File: src/rtl/io_pkg.sv
// -----------------------------------------------------------------------------
// io_pkg
// Shared constants for the memory-mapped IO block:
//   - one-hot select-bit positions inside the word address
//   - UART_CTRL write-command and status-readback bit positions
//   - UART serializer state encoding
// -----------------------------------------------------------------------------
package io_pkg;

    // Byte address -> word address offset.
    localparam int WORD_ADDR_LSB = 2;

    // One-hot select bits within the word address.
    localparam int IO_LEDS_BIT      = 0;
    localparam int IO_UART_DAT_BIT  = 1;
    localparam int IO_UART_CTRL_BIT = 2;

    // UART_CTRL write command bits.
    localparam int CTRL_CLR_OVF_BIT = 3;
    localparam int CTRL_IRQ_EN_BIT  = 8;

    // UART_CTRL status readback bits.
    localparam int ST_FULL_BIT   = 0;
    localparam int ST_EMPTY_BIT  = 1;
    localparam int ST_ACTIVE_BIT = 2;
    localparam int ST_OVF_BIT    = 3;
    localparam int ST_IRQ_EN_BIT = 8;
    localparam int ST_BUSY_BIT   = 9;
    localparam int ST_LEVEL_LSB  = 16;

    typedef enum logic [1:0] {
        TX_IDLE  = 2'd0,
        TX_START = 2'd1,
        TX_DATA  = 2'd2,
        TX_STOP  = 2'd3
    } tx_state_e;

endpackage

File: src/rtl/io_uart_tx.sv
// -----------------------------------------------------------------------------
// io_uart_tx
// 8N1 UART serializer with its own baud counter. Accepts one byte per
// valid/ready handshake while idle; txd_o is registered, so the start bit
// appears on the line one clock after the byte is accepted.
// Ports:
//   clk_i    in   system clock
//   reset_i  in   synchronous, active-high reset
//   valid_i  in   byte available
//   data_i   in   byte to send
//   ready_o  out  serializer idle (handshake completes when valid_i & ready_o)
//   txd_o    out  serial line, idle high
// -----------------------------------------------------------------------------
module io_uart_tx #(
    parameter int CLKS_PER_BAUD = 868
) (
    input  logic       clk_i,
    input  logic       reset_i,
    input  logic       valid_i,
    input  logic [7:0] data_i,
    output logic       ready_o,
    output logic       txd_o
);
    import io_pkg::*;

    localparam int              CNT_W    = (CLKS_PER_BAUD > 1) ? $clog2(CLKS_PER_BAUD) : 1;
    localparam logic [CNT_W-1:0] CNT_LAST = CNT_W'(CLKS_PER_BAUD - 1);

    tx_state_e        state_q, state_d;
    logic [CNT_W-1:0] cnt_q, cnt_d;
    logic [2:0]       bit_q, bit_d;
    logic [7:0]       shift_q, shift_d;
    logic             txd_q, txd_d;
    logic             baud_done;

    assign baud_done = (cnt_q == CNT_LAST);

    // NOTE: every assignment in this block is given a default first, so no
    // path leaves a signal unassigned and no latch is inferred.
    always_comb begin
        state_d = state_q;
        cnt_d   = cnt_q;
        bit_d   = bit_q;
        shift_d = shift_q;
        txd_d   = 1'b1;
        case (state_q)
            TX_IDLE: begin
                if (valid_i) begin
                    shift_d = data_i;
                    cnt_d   = '0;
                    state_d = TX_START;
                end
            end
            TX_START: begin
                txd_d = 1'b0;
                cnt_d = cnt_q + CNT_W'(1);
                if (baud_done) begin
                    cnt_d   = '0;
                    bit_d   = '0;
                    state_d = TX_DATA;
                end
            end
            TX_DATA: begin
                txd_d = shift_q[0];
                cnt_d = cnt_q + CNT_W'(1);
                if (baud_done) begin
                    cnt_d   = '0;
                    shift_d = {1'b0, shift_q[7:1]};
                    bit_d   = bit_q + 3'd1;
                    if (bit_q == 3'd7) begin
                        state_d = TX_STOP;
                    end
                end
            end
            TX_STOP: begin
                cnt_d = cnt_q + CNT_W'(1);
                if (baud_done) begin
                    cnt_d   = '0;
                    state_d = TX_IDLE;
                end
            end
        endcase
    end

    // NOTE: state registers use non-blocking assignments so every flop samples
    // the pre-edge values regardless of statement order.
    always_ff @(posedge clk_i) begin
        if (reset_i) begin
            state_q <= TX_IDLE;
            cnt_q   <= '0;
            bit_q   <= '0;
            shift_q <= '0;
            txd_q   <= 1'b1;
        end else begin
            state_q <= state_d;
            cnt_q   <= cnt_d;
            bit_q   <= bit_d;
            shift_q <= shift_d;
            txd_q   <= txd_d;
        end
    end

    assign ready_o = (state_q == TX_IDLE);
    assign txd_o   = txd_q;

endmodule

File: src/rtl/io_periph.sv
// -----------------------------------------------------------------------------
// io_periph
// Memory-mapped IO block on the CPU IO bus: LED register, buffered UART
// transmitter (TX FIFO + io_uart_tx), UART control/status register.
// Optional feature macro: IO_TX_IRQ_EN (TX-done interrupt; irq_o tied low
// and CTRL bit 8 not stored when undefined).
// Ports:
//   clk_i          in   system clock
//   reset_i        in   synchronous, active-high reset
//   IO_memAddr_i   in   byte address; word-address bits [4:2] are one-hot selects
//   IO_memRData_o  out  read data, combinational from address
//   IO_memWData_i  in   write data
//   IO_memWr_i     in   write strobe, one cycle per access
//   leds_o         out  LED register
//   txd_o          out  UART serial output, idle high
//   irq_o          out  TX-done interrupt
// -----------------------------------------------------------------------------
module io_periph #(
    parameter int NUM_LEDS      = 4,
    parameter int TX_FIFO_DEPTH = 16,
    parameter int CLKS_PER_BAUD = 868
) (
    input  logic                clk_i,
    input  logic                reset_i,
    input  logic [31:0]         IO_memAddr_i,
    output logic [31:0]         IO_memRData_o,
    input  logic [31:0]         IO_memWData_i,
    input  logic                IO_memWr_i,
    output logic [NUM_LEDS-1:0] leds_o,
    output logic                txd_o,
    output logic                irq_o
);
    import io_pkg::*;

    localparam int               PTR_W    = $clog2(TX_FIFO_DEPTH);
    localparam int               LVL_W    = PTR_W + 1;
    localparam logic [LVL_W-1:0] LVL_FULL = LVL_W'(TX_FIFO_DEPTH);

    logic sel_leds, sel_dat, sel_ctrl;
    logic wr_leds, wr_dat, wr_ctrl;

    assign sel_leds = IO_memAddr_i[WORD_ADDR_LSB + IO_LEDS_BIT];
    assign sel_dat  = IO_memAddr_i[WORD_ADDR_LSB + IO_UART_DAT_BIT];
    assign sel_ctrl = IO_memAddr_i[WORD_ADDR_LSB + IO_UART_CTRL_BIT];
    assign wr_leds  = IO_memWr_i & sel_leds;
    assign wr_dat   = IO_memWr_i & sel_dat;
    assign wr_ctrl  = IO_memWr_i & sel_ctrl;

    logic [7:0]          fifo_mem [TX_FIFO_DEPTH];
    logic [PTR_W-1:0]    wr_ptr_q, wr_ptr_d, rd_ptr_q, rd_ptr_d;
    logic [LVL_W-1:0]    level_q, level_d;
    logic [NUM_LEDS-1:0] leds_q, leds_d;
    logic                ovf_q, ovf_d;
    logic                fifo_full, fifo_empty, push, pop, tx_ready;
    logic                irq_en;

    assign fifo_full  = (level_q == LVL_FULL);
    assign fifo_empty = (level_q == '0);
    assign pop        = tx_ready & ~fifo_empty;
    // A pop in the same cycle frees the slot, so a full FIFO still accepts.
    assign push       = wr_dat & (~fifo_full | pop);

    always_comb begin
        leds_d   = leds_q;
        wr_ptr_d = wr_ptr_q;
        rd_ptr_d = rd_ptr_q;
        level_d  = level_q;
        ovf_d    = ovf_q;
        if (wr_leds) leds_d   = IO_memWData_i[NUM_LEDS-1:0];
        if (push)    wr_ptr_d = wr_ptr_q + PTR_W'(1);
        if (pop)     rd_ptr_d = rd_ptr_q + PTR_W'(1);
        case ({push, pop})
            2'b10:   level_d = level_q + LVL_W'(1);
            2'b01:   level_d = level_q - LVL_W'(1);
            default: level_d = level_q;
        endcase
        // A dropped byte wins over a simultaneous clear from a multi-select write.
        if (wr_ctrl && IO_memWData_i[CTRL_CLR_OVF_BIT]) ovf_d = 1'b0;
        if (wr_dat && !push)                             ovf_d = 1'b1;
    end

    always_ff @(posedge clk_i) begin
        if (reset_i) begin
            leds_q   <= '0;
            wr_ptr_q <= '0;
            rd_ptr_q <= '0;
            level_q  <= '0;
            ovf_q    <= 1'b0;
        end else begin
            leds_q   <= leds_d;
            wr_ptr_q <= wr_ptr_d;
            rd_ptr_q <= rd_ptr_d;
            level_q  <= level_d;
            ovf_q    <= ovf_d;
        end
    end

    // NOTE: the FIFO storage is deliberately not reset; clearing the pointers
    // and level makes old contents unreachable and keeps this a plain RAM.
    always_ff @(posedge clk_i) begin
        if (push) fifo_mem[wr_ptr_q] <= IO_memWData_i[7:0];
    end

`ifdef IO_TX_IRQ_EN
    logic irq_en_q, irq_en_d, irq_q, irq_d;

    always_comb begin
        irq_en_d = irq_en_q;
        if (wr_ctrl) irq_en_d = IO_memWData_i[CTRL_IRQ_EN_BIT];
        irq_d = irq_en_q & fifo_empty & tx_ready;
    end

    always_ff @(posedge clk_i) begin
        if (reset_i) begin
            irq_en_q <= 1'b0;
            irq_q    <= 1'b0;
        end else begin
            irq_en_q <= irq_en_d;
            irq_q    <= irq_d;
        end
    end

    assign irq_en = irq_en_q;
    assign irq_o  = irq_q;
`else
    assign irq_en = 1'b0;
    assign irq_o  = 1'b0;
`endif

    io_uart_tx #(
        .CLKS_PER_BAUD(CLKS_PER_BAUD)
    ) u_tx (
        .clk_i   (clk_i),
        .reset_i (reset_i),
        .valid_i (~fifo_empty),
        .data_i  (fifo_mem[rd_ptr_q]),
        .ready_o (tx_ready),
        .txd_o   (txd_o)
    );

    // Read mux: UART_CTRL beats LEDS; UART_DAT is write-only.
    always_comb begin
        IO_memRData_o = '0;
        if (sel_ctrl) begin
            IO_memRData_o[ST_FULL_BIT]            = fifo_full;
            IO_memRData_o[ST_EMPTY_BIT]           = fifo_empty;
            IO_memRData_o[ST_ACTIVE_BIT]          = ~tx_ready;
            IO_memRData_o[ST_OVF_BIT]             = ovf_q;
            IO_memRData_o[ST_IRQ_EN_BIT]          = irq_en;
            IO_memRData_o[ST_BUSY_BIT]            = fifo_full;
            IO_memRData_o[ST_LEVEL_LSB +: 8]      = 8'(level_q);
        end else if (sel_leds) begin
            IO_memRData_o[NUM_LEDS-1:0] = leds_q;
        end
    end

    assign leds_o = leds_q;

    // Address bits outside the select field and unused write-data bits.
    logic unused_bits;
    assign unused_bits = ^{IO_memAddr_i[31:WORD_ADDR_LSB+3], IO_memAddr_i[WORD_ADDR_LSB-1:0],
                           IO_memWData_i};

endmodule

File: config.mk
export PLATFORM = sky130hd
export DESIGN_NAME = io_periph
export DESIGN_NICKNAME = d
export VERILOG_FILES = /design/src/rtl/io_pkg.sv /design/src/rtl/io_uart_tx.sv /design/src/rtl/io_periph.sv
export SDC_FILE = /design/constraint.sdc
export NUM_CORES = 1
export LEC_CHECK = 0
export BUFFER_PORTS_ARGS = -buffer_cell sky130_fd_sc_hd__clkbuf_2
export CORE_UTILIZATION = 62
export CTS_BUF_LIST = sky130_fd_sc_hd__clkbuf_4 sky130_fd_sc_hd__clkbuf_8 sky130_fd_sc_hd__clkbuf_16
export DETAILED_ROUTE_END_ITERATION = 7
export GPL_ROUTABILITY_DRIVEN = 1
export PLACE_DENSITY = 0.86
export SYNTH_ARGS = -nofsm -noshare
export SYNTH_HDL_FRONTEND = slang
export SYNTH_SLANG_ARGS = --single-unit
File: constraint.sdc
create_clock -name clk_i -period 4.8 [get_ports clk_i]
set_input_delay 0.24 -clock clk_i [delete_from_list [all_inputs] [get_ports clk_i]]
set_output_delay 0.24 -clock clk_i [all_outputs]
set_load 0.1 [all_outputs]
# Word-level counts from Yosys, hierarchy flattened
# Memories as Yosys holds them, arrays and structs flattened. A register that Yosys moved wholly into a read port is not among the register bits.
# Cells that the tools add are included.
# totals
reg_bits	42
ramBits	128
in_bits	67
output_inout_bits	38
memories	1
# mem_list
memory	words	width	read_ports	rd_clocked_by_memory_dff	write_ports	line	rtl
fifo_mem	16	8	1	1	1	io_periph.sv:49	logic [7:0] fifo_mem [TX_FIFO_DEPTH];
# classes
n_addsub	6
n_eq_ne	13
n_mux	27
n_bitwise	9
reduce_logical	13
# ops
operator	count
10-bit two-way mux	2
10-bit one-hot mux with 2 select lines	1
4-bit two-way mux	4
8-bit two-way mux	2
8-bit one-hot mux with 2 select lines	1
2-bit two-way mux	6
10-bit by 1-bit adder with 10-bit output, second input constant	1
10-bit == test, second input constant	1
5-bit one-hot mux with 2 select lines	1
4-bit by 1-bit adder with 4-bit output, second input constant	2
2-bit by 1-bit != test with 1-bit output, second input constant	4
2-bit one-hot mux with 4 select lines	1
2-bit nonzero test	4
2-bit == test, second input constant	3
3-bit two-way mux	2
3-bit one-hot mux with 2 select lines	1
3-bit AND reduction	2
5-bit by 1-bit adder with 5-bit output, second input constant	1
1-bit bitwise AND	5
5-bit == test, second input constant	1
5-bit logical NOT	1
5-bit two-way mux	1
5-bit AND reduction	1
5-bit by 1-bit subtractor with 5-bit output, second input constant	1
other kinds (12)	19

# Logic depth before layout (Yosys ltp)
# logic_depth
ltp_word	8
mapped_depth	10
depth_no_buf	10

# Hierarchy
# Synthesis repeated with hierarchy kept, for this count alone.
# unflattened
hier_cells	493
area_unflattened_um2	7453.4
# by_module_without_submodules
mod	n_inst	cells_each	area_per_inst_um2	seq_area_each_um2
io_periph	1	354	6178.4	4284.1
io_uart_tx	1	139	1275.0	480.5

# Worst setup path after synthesis
# Ideal clock, no wire load.
# synth_timing
kind	reg2out
start	register level_q[1]
end	output IO_memRData_o[0]
t_arrival_ns	4.024
required_ns	4.560
setup_slack_ns	0.536
stages_incl_launch_ff	7
cell_sequence	dfxtp_1 -> buf_6 -> or4_4 -> buf_6 -> buf_2 -> nor3_1 -> a31o_2
# synth_via
elab_chain_len	2
# synth_lines
element	line	rtl
start: declaration	io_periph.sv:51	logic [LVL_W-1:0] level_q, level_d;
start signal: assignment	io_periph.sv:93	level_q <= level_d;
5-bit == test	io_periph.sv:57	assign fifo_full = (level_q == LVL_FULL);
4-bit two-way mux	io_periph.sv:144	if (sel_ctrl) begin
end: declaration	io_periph.sv:26	output logic [31:0] IO_memRData_o,
# No other way between the ends.

# Final worst setup path
# layout_timing
start	register u_tx.state_q[0]
end	memory fifo_mem[0][3] (enable)
# layout_via
elab_chain_len	6
# layout_lines
element	line	rtl
start: declaration	io_uart_tx.sv:29	tx_state_e state_q, state_d;
start signal: assignment	io_uart_tx.sv:95	state_q <= state_d;
2-bit logical NOT	io_uart_tx.sv:103	assign ready_o = (state_q == TX_IDLE);
1-bit bitwise AND	io_periph.sv:59	assign pop = tx_ready & ~fifo_empty;
1-bit OR	io_periph.sv:61	assign push = wr_dat & (~fifo_full | pop);
1-bit bitwise AND	io_periph.sv:61	
1-bit two-way mux	io_periph.sv:101	if (push) fifo_mem[wr_ptr_q] <= IO_memWData_i[7:0];
1-bit two-way mux (not written as such)	io_periph.sv:101	
end: declaration	io_periph.sv:49	
# No other way between the ends.

==> flow_summary.json <==
{
  "whs_ns": 0.180,
  "multi_input_area_um2": 2590,
  "die_height_um": 113,
  "slew_headroom": 0.122,
  "finalHoldViolCount": 0,
  "achievable-frequency_ghz": 0.331,
  "worst_max_slew_pin_slew_ns": 1.31,
  "mappedNetlistArea_um2": 7610,
  "grt_overflow_total": 0,
  "first_global_vias": 4626,
  "smallest_setup_slack_after_layout_ns": 1.78,
  "vias_per_cell": 6.43,
  "hp-class": "input pin to flip-flop",
  "library_cell_used_as_clock_root_buffer": "sky130_fd_sc_hd__clkbuf_16",
  "design.core.area_um2": 12000,
  "clk_path_buf_depth": 2,
  "setup_tns_ns": 0,
  "cts_tree": "built",
  "unrepaired_setup_endpoints_after_global_routing": "no",
  "fp-row-count": 40,
  "fraction_of_final_layout_cells_sized_beyond_drive_strength_1": 0.180,
  "die-area_um2": 12700,
  "grt_antenna_before_repair": 0,
  "yosysUniqueCellTypes": 63,
  "clk_pin_slew_ns": 0.07,
  "finish.instance_area_um2": 8350,
  "dpl.hpwl_um": 9970,
  "async_flop_share": 0,
  "dp_worst_setup_slack_ns": 1.74,
  "final_cell_count_no_fill": 724,
  "cts_buffers": 17,
  "grt.total_usage": 0.272,
  "p_per_area_nw_per_um2": 556,
  "mostFrequentLayoutCells": "sky130_fd_sc_hd__edfxtp_1, sky130_fd_sc_hd__dfxtp_1, sky130_fd_sc_hd__nor2_1, sky130_fd_sc_hd__clkbuf_2",
  "synth_edf_count": 128,
  "num-nets-final": 645,
  "post-route-period-util": 0.630,
  "critPathMaxStageDelay_ns": 1.02,
  "grt_first_pass_wirelength_um": 25100,
  "yosys_most_used_dff": "sky130_fd_sc_hd__edfxtp_1",
  "run_status": "finished, final reports clean",
  "final_core_utilization": 0.695,
  "crit_fanout": 14,
  "report.final.setup_viol": 0,
  "clock_skew_ns": 0.0119,
  "critical-path-top-delay-family": "simple AND/OR/NAND/NOR gates",
  "cp_slowest_cell": "sky130_fd_sc_hd__nor3_1",
  "cts_htree_levels": 4,
  "drt_iter0_drc": 482,
  "critPathKind": "flip-flop to flip-flop",
  "post-cts-setup-buffers": 0,
  "layout_min_cycle_time_ns": 3.02,
  "buffer_ports.inserted": 28,
  "synth_seq_area_share": 0.626,
  "synth_warnings": 0,
  "postRouteWirelength_um": 16100,
  "area.growth.synth_to_final_pct": 9.69,
  "clkLatencyLatePin_ns": 0.44,
  "effective_utilization_at_floorplan": 0.633,
  "grt_start_max_net_pins": 42,
  "antenna_cells": 0,
  "drv_slew": 0,
  "final-seq-area_um2": 4770,
  "postCtsResizedCells": 0,
  "gp_congestion": 0.820,
  "placed_cell_area_um2": 7740,
  "place_inst": 692,
  "detailedRoute.firstPassIterationCount": 5,
  "ir_drop_mv": 0.594,
  "layout_commonest_cell": "sky130_fd_sc_hd__edfxtp_1",
  "critPathRequiredTime_ns": 4.85,
  "synthesis.instances": 542,
  "crit_path_end_kind": "flip-flop",
  "critPathLaunchType": "flip-flop",
  "cap_violations": 0,
  "remaining_drc_errors": 0,
  "power.static_leakage_nw": 2.80,
  "post_synth.cell_area_avg_um2": 14.0,
  "boundaryPins": 105,
  "cts-hold-fix-buffers": 0,
  "timing.critical_path.arrival_ns": 3.07,
  "die_outline_width_um": 113,
  "via_count": 4655,
  "total_power_draw_mw": 4.64,
  "postSynthRegisterBits": 174,
  "critical_path.cell_chain": "inv_1 > ha_1 > o31a_1 > nand2_1 > nor3_1",
  "detail_route.wl_per_cell_um": 22.3,
  "filler_cell_count": 757,
  "worst-path-buf-inv": 1,
  "antenna_violating_nets_post_route": 0,
  "cts.sinks": 174
}
==> kinds of logic (layout without fill, tap and decap cells) <==
group,count (synthesis),in the layout,share of synthesized area
AO/OA/AOI/OAI,102,102,0.0983
flip-flops,174,174,0.626
buffers and inverters,60,73,0.0446
adder cells (fa/ha/maj),14,14,0.0230
multiplexers,48,48,0.108
XOR/XNOR,15,15,0.0173
AND/OR/NAND/NOR,128,128,0.0821
other,1,23,0.000493
==> sequential cells by signal (all words and copies together) (netlist names), named ones only <==
register,flops
fifo_mem,128
u_tx.cnt_q,10
u_tx.shift_q,8
level_q,5
leds_o,4
rd_ptr_q,4
wr_ptr_q,4
u_tx.bit_q,3
u_tx.state_q,2
ovf_q,1
u_tx.txd_o,1
==> where the power goes <==
| part | total, mW | switching [mW] | internal (mW) |
|---|---|---|---|
| clock | 1.41 | 0.621 | 0.786 |
| sequential | 1.82 | 0.135 | 1.69 |
| combinational | 1.41 | 0.917 | 0.493 |
| total | 4.64 | 1.67 | 2.96 |
==> worst paths after layout <==
| kind | startpoint | end | slack (ns) | cells past startpoint |
|---|---|---|---|---|
| max | u_tx.state_q[0] | fifo_mem[0][3] | 1.78 | 5 |
| min | IO_memWr_i | leds_o[3] | 0.18 | 3 |
| max reg2reg | u_tx.state_q[0] | fifo_mem[0][3] | 1.78 | 5 |
| min reg2reg | u_tx.shift_q[7] | u_tx.shift_q[7] | 0.49 | 2 |
==> per-layer routing <==
metal  track usage  vias up  part of all wire
li1              -     2085                 -
met3        0.0718       25             0.071
met1         0.343     2321              0.40
met4         0.103        0             0.019
met5             0        -                 0
met2         0.454      224              0.51
==> synth_stat cells (all sizes together), types with 14 or more instances <==
| cell | count | area [µm²] |
|---|---|---|
| edfxtp | 128 | 3840 |
| dfxtp | 46 | 921 |
| nor2 | 44 | 173 |
| buf | 36 | 249 |
| mux4 | 26 | 586 |
| nand2 | 26 | 97.6 |
| a21oi | 20 | 100 |
| mux2i | 19 | 203 |
| o21ai | 19 | 103 |
| nand3 | 18 | 90.1 |
| clkbuf | 15 | 56.3 |
| ha | 14 | 175 |
==> cell type report <==
cell class / count / share of cell area
Sequential cell: 174 / 0.571
Multi-Input combinational cell: 330 / 0.310
Clock buffer: 17 / 0.0510
Tap cell: 147 / 0.0220
Clock inverter: 15 / 0.0214
Timing Repair Buffer: 32 / 0.0204
Inverter: 9 / 0.00405
==> worst min-delay path: stages <==
cell and delay, ns:
sky130_fd_sc_hd__clkbuf_2 0.16, sky130_fd_sc_hd__nand3_1 0.11, sky130_fd_sc_hd__a21oi_1 0.06
(Power assumes the default switching activity.)
